$ cat src/rtl/alu_pkg.sv
// Shared opcode, flag-index and FSM-state definitions for the ALU command issuer
// and its response FIFO.
package alu_pkg;

  localparam logic [3:0] OP_DIV  = 4'd0;
  localparam logic [3:0] OP_SRA  = 4'd1;
  localparam logic [3:0] OP_ROR  = 4'd2;
  localparam logic [3:0] OP_ROL  = 4'd3;
  localparam logic [3:0] OP_SGT  = 4'd4;
  localparam logic [3:0] OP_OR   = 4'd5;
  localparam logic [3:0] OP_AND  = 4'd6;
  localparam logic [3:0] OP_MAX  = 4'd7;
  localparam logic [3:0] OP_SLT  = 4'd8;
  localparam logic [3:0] OP_SGE  = 4'd9;
  localparam logic [3:0] OP_NAND = 4'd10;
  localparam logic [3:0] OP_SLL  = 4'd11;

  localparam int unsigned FLAG_W     = 4;
  localparam int unsigned FLAG_CARRY = 3;
  localparam int unsigned FLAG_ZERO  = 2;
  localparam int unsigned FLAG_OVF   = 1;
  localparam int unsigned FLAG_SIGN  = 0;

  typedef enum logic {
    ST_IDLE,
    ST_DRIVE
  } state_t;

endpackage

$ cat src/rtl/alu_rsp_fifo.sv
// Synchronous response FIFO; head entry reads as zero while empty so the
// response outputs are clean after reset.
module alu_rsp_fifo #(
  parameter int unsigned W     = 25,
  parameter int unsigned DEPTH = 4
) (
  input  logic                       clk,
  input  logic                       rst,
  input  logic                       wr_en,
  input  logic [W-1:0]               din,
  input  logic                       rd_en,
  output logic [W-1:0]               dout,
  output logic                       full,
  output logic                       empty,
  output logic [$clog2(DEPTH):0]     count
);

  localparam int unsigned AW = $clog2(DEPTH);

  logic [W-1:0]  mem [DEPTH];
  logic [AW-1:0] wr_ptr;
  logic [AW-1:0] rd_ptr;
  logic [AW:0]   cnt;
  logic          do_push;
  logic          do_pop;

  assign full    = (cnt == (AW+1)'(DEPTH));
  assign empty   = (cnt == '0);
  assign count   = cnt;
  assign do_push = wr_en && !full;
  assign do_pop  = rd_en && !empty;
  assign dout    = empty ? '0 : mem[rd_ptr];

  always_ff @(posedge clk) begin
    if (do_push) begin
      mem[wr_ptr] <= din;
    end
  end

  // Pointers wrap naturally because DEPTH is a power of two.
  always_ff @(posedge clk) begin
    if (rst) begin
      wr_ptr <= '0;
      rd_ptr <= '0;
      cnt    <= '0;
    end else begin
      if (do_push) wr_ptr <= wr_ptr + AW'(1);
      if (do_pop)  rd_ptr <= rd_ptr + AW'(1);
      case ({do_push, do_pop})
        2'b10:   cnt <= cnt + (AW+1)'(1);
        2'b01:   cnt <= cnt - (AW+1)'(1);
        default: cnt <= cnt;
      endcase
    end
  end

endmodule

$ cat src/rtl/alu_cmd_issuer.sv
// Sequential initiator for a combinational ALU: registers operands, captures the
// settled result one cycle later and queues tagged responses.
module alu_cmd_issuer
  import alu_pkg::*;
#(
  parameter int unsigned              WIDTH         = 16,
  parameter int unsigned              OPCODE_W      = 4,
  parameter int unsigned              SHIFT_W       = 5,
  parameter int unsigned              TAG_W         = 4,
  parameter int unsigned              RSP_DEPTH     = 4,
  parameter logic [(2**OPCODE_W)-1:0] OP_VALID_MASK = 16'h0CEF
) (
  input  logic                clk,
  input  logic                rst,
  input  logic                cmd_valid,
  output logic                cmd_ready,
  input  logic [OPCODE_W-1:0] cmd_opcode,
  input  logic [WIDTH-1:0]    cmd_a,
  input  logic [WIDTH-1:0]    cmd_b,
  input  logic [SHIFT_W-1:0]  cmd_shift,
  input  logic [TAG_W-1:0]    cmd_tag,
  output logic [OPCODE_W-1:0] alu_opcode,
  output logic [WIDTH-1:0]    alu_input1,
  output logic [WIDTH-1:0]    alu_input2,
  output logic [SHIFT_W-1:0]  alu_shiftValue,
  input  logic [WIDTH-1:0]    alu_result,
  input  logic [3:0]          alu_flags,
  output logic                rsp_valid,
  input  logic                rsp_ready,
  output logic [WIDTH-1:0]    rsp_result,
  output logic [3:0]          rsp_flags,
  output logic                rsp_err,
  output logic [TAG_W-1:0]    rsp_tag,
  output logic [3:0]          sticky_flags,
  input  logic                sticky_clr,
  output logic                busy
);

  localparam int unsigned DW = WIDTH + FLAG_W + 1 + TAG_W;
  localparam int unsigned CW = $clog2(RSP_DEPTH) + 1;

  state_t         state;
  state_t         state_nx;
  logic [TAG_W-1:0] tag_q;
  logic           err_q;
  logic           accept;
  logic           legal;
  logic           push;
  logic           legal_push;
  logic [DW-1:0]  push_data;
  logic [DW-1:0]  head_data;
  logic           fifo_full;
  logic           fifo_empty;
  logic [CW-1:0]  fifo_count;

  assign legal      = OP_VALID_MASK[cmd_opcode];
  assign accept     = cmd_valid && cmd_ready;
  assign push       = (state == ST_DRIVE);
  assign legal_push = push && !err_q;
  assign busy       = (state != ST_IDLE);
  assign push_data  = err_q ? {{WIDTH{1'b0}}, {FLAG_W{1'b0}}, 1'b1, tag_q}
                            : {alu_result, alu_flags, 1'b0, tag_q};

  always_comb begin
    state_nx  = state;
    cmd_ready = 1'b0;
    case (state)
      ST_IDLE: begin
        cmd_ready = !fifo_full;
        if (cmd_valid && !fifo_full) state_nx = ST_DRIVE;
      end
      ST_DRIVE: state_nx = ST_IDLE;
      default:  state_nx = ST_IDLE;
    endcase
  end

  always_ff @(posedge clk) begin
    if (rst) state <= ST_IDLE;
    else     state <= state_nx;
  end

  // Illegal opcodes leave the ALU drive registers untouched so the ALU keeps
  // presenting the last legal command.
  always_ff @(posedge clk) begin
    if (rst) begin
      alu_opcode     <= '0;
      alu_input1     <= '0;
      alu_input2     <= '0;
      alu_shiftValue <= '0;
      tag_q          <= '0;
      err_q          <= 1'b0;
      sticky_flags   <= '0;
    end else begin
      if (accept) begin
        tag_q <= cmd_tag;
        err_q <= !legal;
        if (legal) begin
          alu_opcode     <= cmd_opcode;
          alu_input1     <= cmd_a;
          alu_input2     <= cmd_b;
          alu_shiftValue <= cmd_shift;
        end
      end
      sticky_flags <= (sticky_clr ? 4'b0000 : sticky_flags)
                    | (legal_push ? alu_flags : 4'b0000);
    end
  end

  always_ff @(posedge clk) begin
    if (!rst && push) begin
      assert (fifo_count != CW'(RSP_DEPTH));
    end
  end

  alu_rsp_fifo #(
    .W     (DW),
    .DEPTH (RSP_DEPTH)
  ) u_rsp_fifo (
    .clk   (clk),
    .rst   (rst),
    .wr_en (push),
    .din   (push_data),
    .rd_en (rsp_ready),
    .dout  (head_data),
    .full  (fifo_full),
    .empty (fifo_empty),
    .count (fifo_count)
  );

  assign rsp_valid = !fifo_empty;
  assign {rsp_result, rsp_flags, rsp_err, rsp_tag} = head_data;

endmodule

$ cat config.mk
export PLATFORM = sky130hd
export DESIGN_NAME = alu_cmd_issuer
export DESIGN_NICKNAME = d
export VERILOG_FILES = /design/src/rtl/alu_pkg.sv /design/src/rtl/alu_rsp_fifo.sv /design/src/rtl/alu_cmd_issuer.sv
export SDC_FILE = /design/constraint.sdc
export NUM_CORES = 1
export LEC_CHECK = 0
export BUFFER_PORTS_ARGS = -buffer_cell sky130_fd_sc_hd__buf_2
export CAP_MARGIN = 10
export CORE_ASPECT_RATIO = 1.75
export CORE_MARGIN = 4
export CORE_UTILIZATION = 49
export CTS_CLUSTER_SIZE = 16
export DETAILED_ROUTE_END_ITERATION = 12
export HOLD_SLACK_MARGIN = 0.06
export PLACE_DENSITY = 0.74
export SLEW_MARGIN = 10
export SYNTH_ARGS = -nofsm -noshare
export SYNTH_HDL_FRONTEND = slang
export SYNTH_SLANG_ARGS = --single-unit
$ cat constraint.sdc
create_clock -name clk -period 2.1 [get_ports clk]
set_input_delay 0.42 -clock clk [delete_from_list [all_inputs] [get_ports clk]]
set_output_delay 0.42 -clock clk [all_outputs]
set_load 0.02 [all_outputs]
* Yosys cells after proc, flatten, opt, wreduce, memory -nomap -nowiden
Memory sizes are Yosys's and may differ from the RTL's. A register that Yosys moved wholly into a read port is not among the register bits.
Index checks and enable logic that the tools add are counted.
** Word-level totals
- Bits in registers :: 58
- RAM bits :: 100
- Memory bits (read-only) :: 16
- Output and inout port bits :: 73
- Memories :: 2
** Memories
- u_rsp_fifo.mem :: words 4, bits a word 25, read ports 1, clocked after Yosys merged registers in 1, write ports 1, line alu_rsp_fifo.sv:20 : logic [W-1:0] mem [DEPTH];
- (no name shown) :: words 16, bits a word 1, read ports 1, clocked after Yosys merged registers in 0, write ports 0, line alu_cmd_issuer.sv:56 : assign legal = OP_VALID_MASK[cmd_opcode];
** Operators by class
- $add $sub $neg :: 4
- $lt $le $gt $ge :: 1
- Eq/ne operators :: 3
- Muxes and demuxes :: 13
- Bitwise gates (word level) :: 2
- Reduce and logical (&&, ||, !) cells :: 12
** Operators by type and width (number)
- $mux 25 :: 2
- $mux 4 :: 2
- $pmux 3 s2 :: 1
- $logic_and 1x1->1 :: 5
- $lt 4x5->1 const B :: 1
- $mux 1 :: 5
- $add 2x1->2 const B :: 2
- $logic_not 1->1 :: 4
- $mux 2 :: 2
- $or 4x4->4 :: 1
- $add 3x1->3 const B :: 1
- $eq 3x3->1 const B :: 1
- $logic_not 3->1 :: 1
- $sub 3x1->3 const B :: 1
- $eq 2x1->1 const B :: 1
- $eq 2x2->1 const B :: 1
- $pmux 1 s2 :: 1
- $reduce_and 2->1 :: 1
- $reduce_bool 2->1 :: 1
- $not 1->1 :: 1

* Longest topological paths before layout
- Word-level depth :: 5
- Gate-level depth with buffers :: 10

* By module
From an unflattened synthesis, not the netlist that was laid out.
** Second synthesis, totals
- Cell total of the unflattened synthesis :: 460
- Area, all modules :: 6483.7 um^2
** By module, submodules not included
- alu_rsp_fifo :: times used 1, cells an instance 212, area an instance 4310.4 um^2, sequential area each 3183.1 um^2
- alu_cmd_issuer :: times used 1, cells an instance 248, area an instance 2173.3 um^2, sequential area each 1021.0 um^2

* Worst setup path after synthesis
No wires, ideal clock.
- Path type :: register to register
- From :: register u_rsp_fifo.cnt[0], in the netlist u_rsp_fifo.count[0]
- To :: register u_rsp_fifo.cnt[2], in the netlist u_rsp_fifo.count[2]
- Setup time :: 0.070 ns
- Data arrival time :: 2.170 ns
- Path slack :: -0.140 ns
- Cell stages (with the launch flop) :: 11
- Buffers on the path :: 1
- Path through :: dfxtp_1 nor3b_2 and2b_1 clkbuf_1 inv_1 ha_1 inv_1 fa_1 xor2_1 or3_1 a21oi_1
** Between the ends
- Word-level cells in the longest chain between the ends :: 5
- Elaborated cells on any way between the ends :: 12
** RTL lines
- from (decl) :: line alu_rsp_fifo.sv:23 : logic [AW:0] cnt;
- from (signal assigned) :: line alu_rsp_fifo.sv:50 : 2'b10: cnt <= cnt + (AW+1)'(1);
- from (signal assigned) :: line alu_rsp_fifo.sv:51 : 2'b01: cnt <= cnt - (AW+1)'(1);
- from (signal assigned) :: line alu_rsp_fifo.sv:52 : default: cnt <= cnt;
- $eq 3x3->1 / $logic_not 3->1 (equally long branches) :: line alu_rsp_fifo.sv:27, alu_rsp_fifo.sv:28
- $logic_not 1->1, on equally long branches :: line alu_rsp_fifo.sv:30, alu_rsp_fifo.sv:31
- $logic_and 1x1->1, on equally long branches :: line alu_rsp_fifo.sv:30, alu_rsp_fifo.sv:31
- $eq 2x1->1 / $eq 2x2->1 (equally long branches) :: line alu_rsp_fifo.sv:49 : case ({do_push, do_pop})
- $pmux 3 s2 / $reduce_bool 2->1 (equally long branches)
Several ways; a longest one is shown, not always the timed one.
A chain may end at the register's enable or synchronous reset.

==> summary by stage <==
Outcome
The run finished, with violations left. The checks that failed: negative setup slack.

Pwr
The worst-case IR drop observed on VDD is ~0.00063 V. The leakage power of the design is roughly 0.0033 uW. The total net switching power is around 2900 uW. The share of total power in sequential cells is 0.384. The clock share of power is 0.312. The fraction of power spent switching nets is 0.293. The internal power of the cells totals around 6900 uW. Dividing total power by cell area gives a power density of 1140 nW/um^2. The share of total power dissipated in combinational logic is 0.304.

Timing
The smallest clock period supported by the final layout is computed as 2.27 ns. The headroom to the max-slew limit is 0.720. The count of pins over their slew limit is 0.

Setup repair after global routing could not meet its margin everywhere. The final hold violation count was 0. The highest clock frequency the design can meet is around 440 MHz.

Setup violations remaining at the end of the flow were counted as 25. Adding up every negative setup slack in the final design gives -3.48 ns. The transition time of the tightest slew-check pin is 0.420 ns.

The clock arrives with 0.00942 ns of skew. Of the available clock period, the critical path in the final layout requires 1.08. The worst hold slack is approximately 0.24 ns. The final worst slack is -0.170 ns.

Global routing
The via count of the first global-routing pass is 4,235. Global routing finished with a remaining overflow of 0. The number of antenna violations at the first check in global routing came to 1. The wire length of the first global-routing pass is 20,800 um.

The global-route total usage across every layer is 0.176. Entering global routing, the biggest net connects roughly 100 pins.

Setup path
The arrival time at the worst endpoint is between 1.5 and 2 ns. In this run the worst path has a maximum fanout of 6. The sum of buffers and inverters on the critical path is 2. The largest stage delay on the critical path is approximately 0.50 ns.

STA classifies the critical path startpoint as a flop. The signal on the critical path passes through clkbuf_16 -> mux4_2 -> and2_4 -> buf_6. The worst register-to-register path begins at u_rsp_fifo.count[0]. In this design, the largest share of critical-path delay is due to multiplexers. Measured in cells, the most critical reg-to-reg path has a length of 9.

The critical setup path kind is flop to primary output. The type of destination of the critical path is a primary output. The depth of the critical timing path with buffers and inverters included is 4. At the worst endpoint, the required time is 1.68 ns. Among all stages on the critical path, the largest delay is contributed by mux4_2.

Yosys
The count of flip-flops with a built-in enable after synthesis is 100. Sorting the synthesized cells by area gives the leading types as edfxtp_1 45%, dfxtp_1 18%, mux4_2 8.5%. Summed over all instances, the cell type with the most area after synthesis is edfxtp_1. The mean instance size in the synthesized netlist is ~15 sq um. Of the total synthesized cell area, the portion taken by XOR and XNOR cells is 0.00663.

By area, the combinational part of the netlist is dominated by multiplexers. The portion of synthesized area spent on multiplexers is 0.153. The flip-flop cell with the highest count after synthesis is edfxtp_1. The share of the Yosys chip area taken by registers is 0.636. Yosys instantiated no cell more often than edfxtp_1. Of the total synthesized cell area, the portion taken by AND, OR, NAND and NOR gates is 0.151.

The yosys synthesis warning count is 0. The number of register bits inferred by synthesis is between 150 and 200. The post-synthesis instance total is 450.

Of the total synthesized cell area, the portion taken by full adders, half adders and majority gates is 0.0125. The number of different library cells in the post-synthesis netlist is 28. The net count after synthesis is approximately 530. The area fraction in compound gates after synthesis was 0.00833.

The share of synthesized area in the top cell type comes to 0.455. Summing every instance area after synthesis gives approximately 6600 sq um. For this run, asynchronously set or reset flops after synthesis account for 0.

The commonest cells after synthesis are 100 x edfxtp_1, 81 x nand2b_1, 60 x dfxtp_1.

Placement
Routability-driven placement finished with a final weighted congestion of around 0.79. Detailed placement ended at an HPWL of approximately 8000 um. The total of buffers placed on input and output ports is 142.

Clocking
CTS saw 160 sinks. The maximum count of clock buffers along a single path is 2. The total CTS buffers is 17. The number of levels in the clock H-tree is 4.

The CTS clock-pin slew for the worst setup and hold paths is 0.06 ns. The root buffer selected by CTS is clkbuf_16. TritonCTS built the clock tree.

For the worst-skew pair, the clock arrives at the later sink with an insertion delay of 0.41 ns.

Floorplan
The core region is between 10,000 and 15,000 sq um. The die extent in y is approximately 160 um. The starting density of the core is 0.505. The standard-cell row count is 55. The floorplan step defined a die boundary enclosing about 15,000 sq um. The die outline width is roughly 96 um. The number of I/O pins is ~140.

Hold path
The class of the tightest hold or removal check is primary input to flop. The depth of the worst hold-timing path is 3. The source of the worst hold timing path is cmd_tag[3].

Route
After the first detailed-routing iteration, the DRC count stood at 193. For this run, design rule violations remaining after detail routing come to 0. The detailed-route via count is 3,951. In the routed layout, each cell is associated on average with a via count of 5.01.

The detail-routed net length per standard cell is roughly 16 um. The first detailed-routing pass ran for 4 iterations. The total routed wirelength is between 10,000 and 15,000 um. The count of antenna-violating nets left after detailed routing is 0.

Layout
The final layout contains between 600 and 700 nets. In the final layout, the share of cells above drive strength 1 is 0.417. The area growth from synthesis to layout is 29.0%.

Job
The count of maximum capacitance violations is 0.
power groups by stage:
| stage | registers (uW) | clock network, uW | logic (uW) |
|---|---|---|---|
| 2_1_floorplan | 3820 | 0 | 1510 |
| 3_3_place_gp | 3750 | 0 | 2220 |
| 3_5_place_dp | 3770 | 0 | 2250 |
| 4_1_cts | 3730 | 3100 | 2640 |
| 5_1_grt | 3760 | 3250 | 3170 |
| 6_report | 3740 | 3030 | 2960 |
kinds of logic after synthesis:
group / after synthesis
AOI/OAI and AO/OA: 10
xor gates and xnor gates: 5
adders and majority gates: 6
buffers and inverters: 35
DFF: 160
muxes: 70
and+or+nand+nor: 164
per-layer routing:
layer / routed length [um] / GRT usage
met1: 4840 / 0.202
met2: 7070 / 0.298
met3: 906 / 0.0578
met4: 180 / 0.0712
met5: 0 / 0
path summary, 6_finish.rpt:
kind                          to  slack, ns
min                     tag_q[3]       0.24
min reg2reg        alu_input2[2]       0.47
max reg2reg  u_rsp_fifo.count[2]       0.05
max                   rsp_tag[1]      -0.17
cell usage in the layout (no fill, tap or decap), types with 2 or more instances in the layout:
master      synthesis  layout
a21oi_1             7       7
and2_1             30       5
and2_4              0      25
buf_12              4       7
buf_16              0       2
buf_2               3     117
buf_4               0      10
buf_6               1      26
clkbuf_16           0      18
clkinv_8            0       2
clkinvlp_4          0       3
dfxtp_1            60      56
dfxtp_4             0       3
edfxtp_1          100     100
ha_1                5       4
inv_1               7       5
inv_6               0       3
inv_8               0       5
mux2i_1            45      45
mux4_2             25      25
nand2b_1           81      81
nor2_1             18      18
nor2b_1            26      26
nor3b_4             1       2
o21ai_0             2       2
or3_1               2       2
xnor2_1             2       2
xor2_1              3       2
flip-flops by register name (all words and copies together) (netlist names), 3 cells and up, named ones only:
register	cells
alu_input1	16
alu_input2	16
alu_opcode	4
alu_shiftValue	5
sticky_flags	4
tag_q	4
u_rsp_fifo.count	3
u_rsp_fifo.mem	100
metrics by stage:
step                      utilization  cell area, sq um  worst slack, ns  instances  power (uW)
final                           0.651              8520           -0.170        789        9730
after global routing            0.651              8520           -0.224        789       10200
after CTS                       0.638              8340           -0.190        784        9470
after detailed placement        0.579              7580           0.0313        750        6020
after global placement          0.579              7580            0.152        750        5970
after floorplan                     -              6640          0.00263        450        5340
layout make-up:
| type | count | area (sq um) |
|---|---|---|
| fill | 952 | 4560 |
| sequential | 160 | 4220 |
| multi-input combinational | 255 | 2290 |
| timing repair buffer | 163 | 1170 |
| clock buffer | 17 | 425 |
| tap | 171 | 214 |
| clock inverter | 15 | 171 |
| inverter | 7 | 28.8 |
| antenna | 1 | 2.50 |
worst min-delay path: stages:
cell     delay [ns]
buf_2          0.08
mux2i_1        0.05
nor2_1         0.07
what timing repair did:
action                                  CTS  global route
setup buffers                             0             3
hold buffers                              0             0
endpoints found under the setup margin   25            26
gates cloned                              2             1
pin swaps                                 1             4
resized for setup                        42            42
No activity file was read; power rests on OpenSTA's default activity.
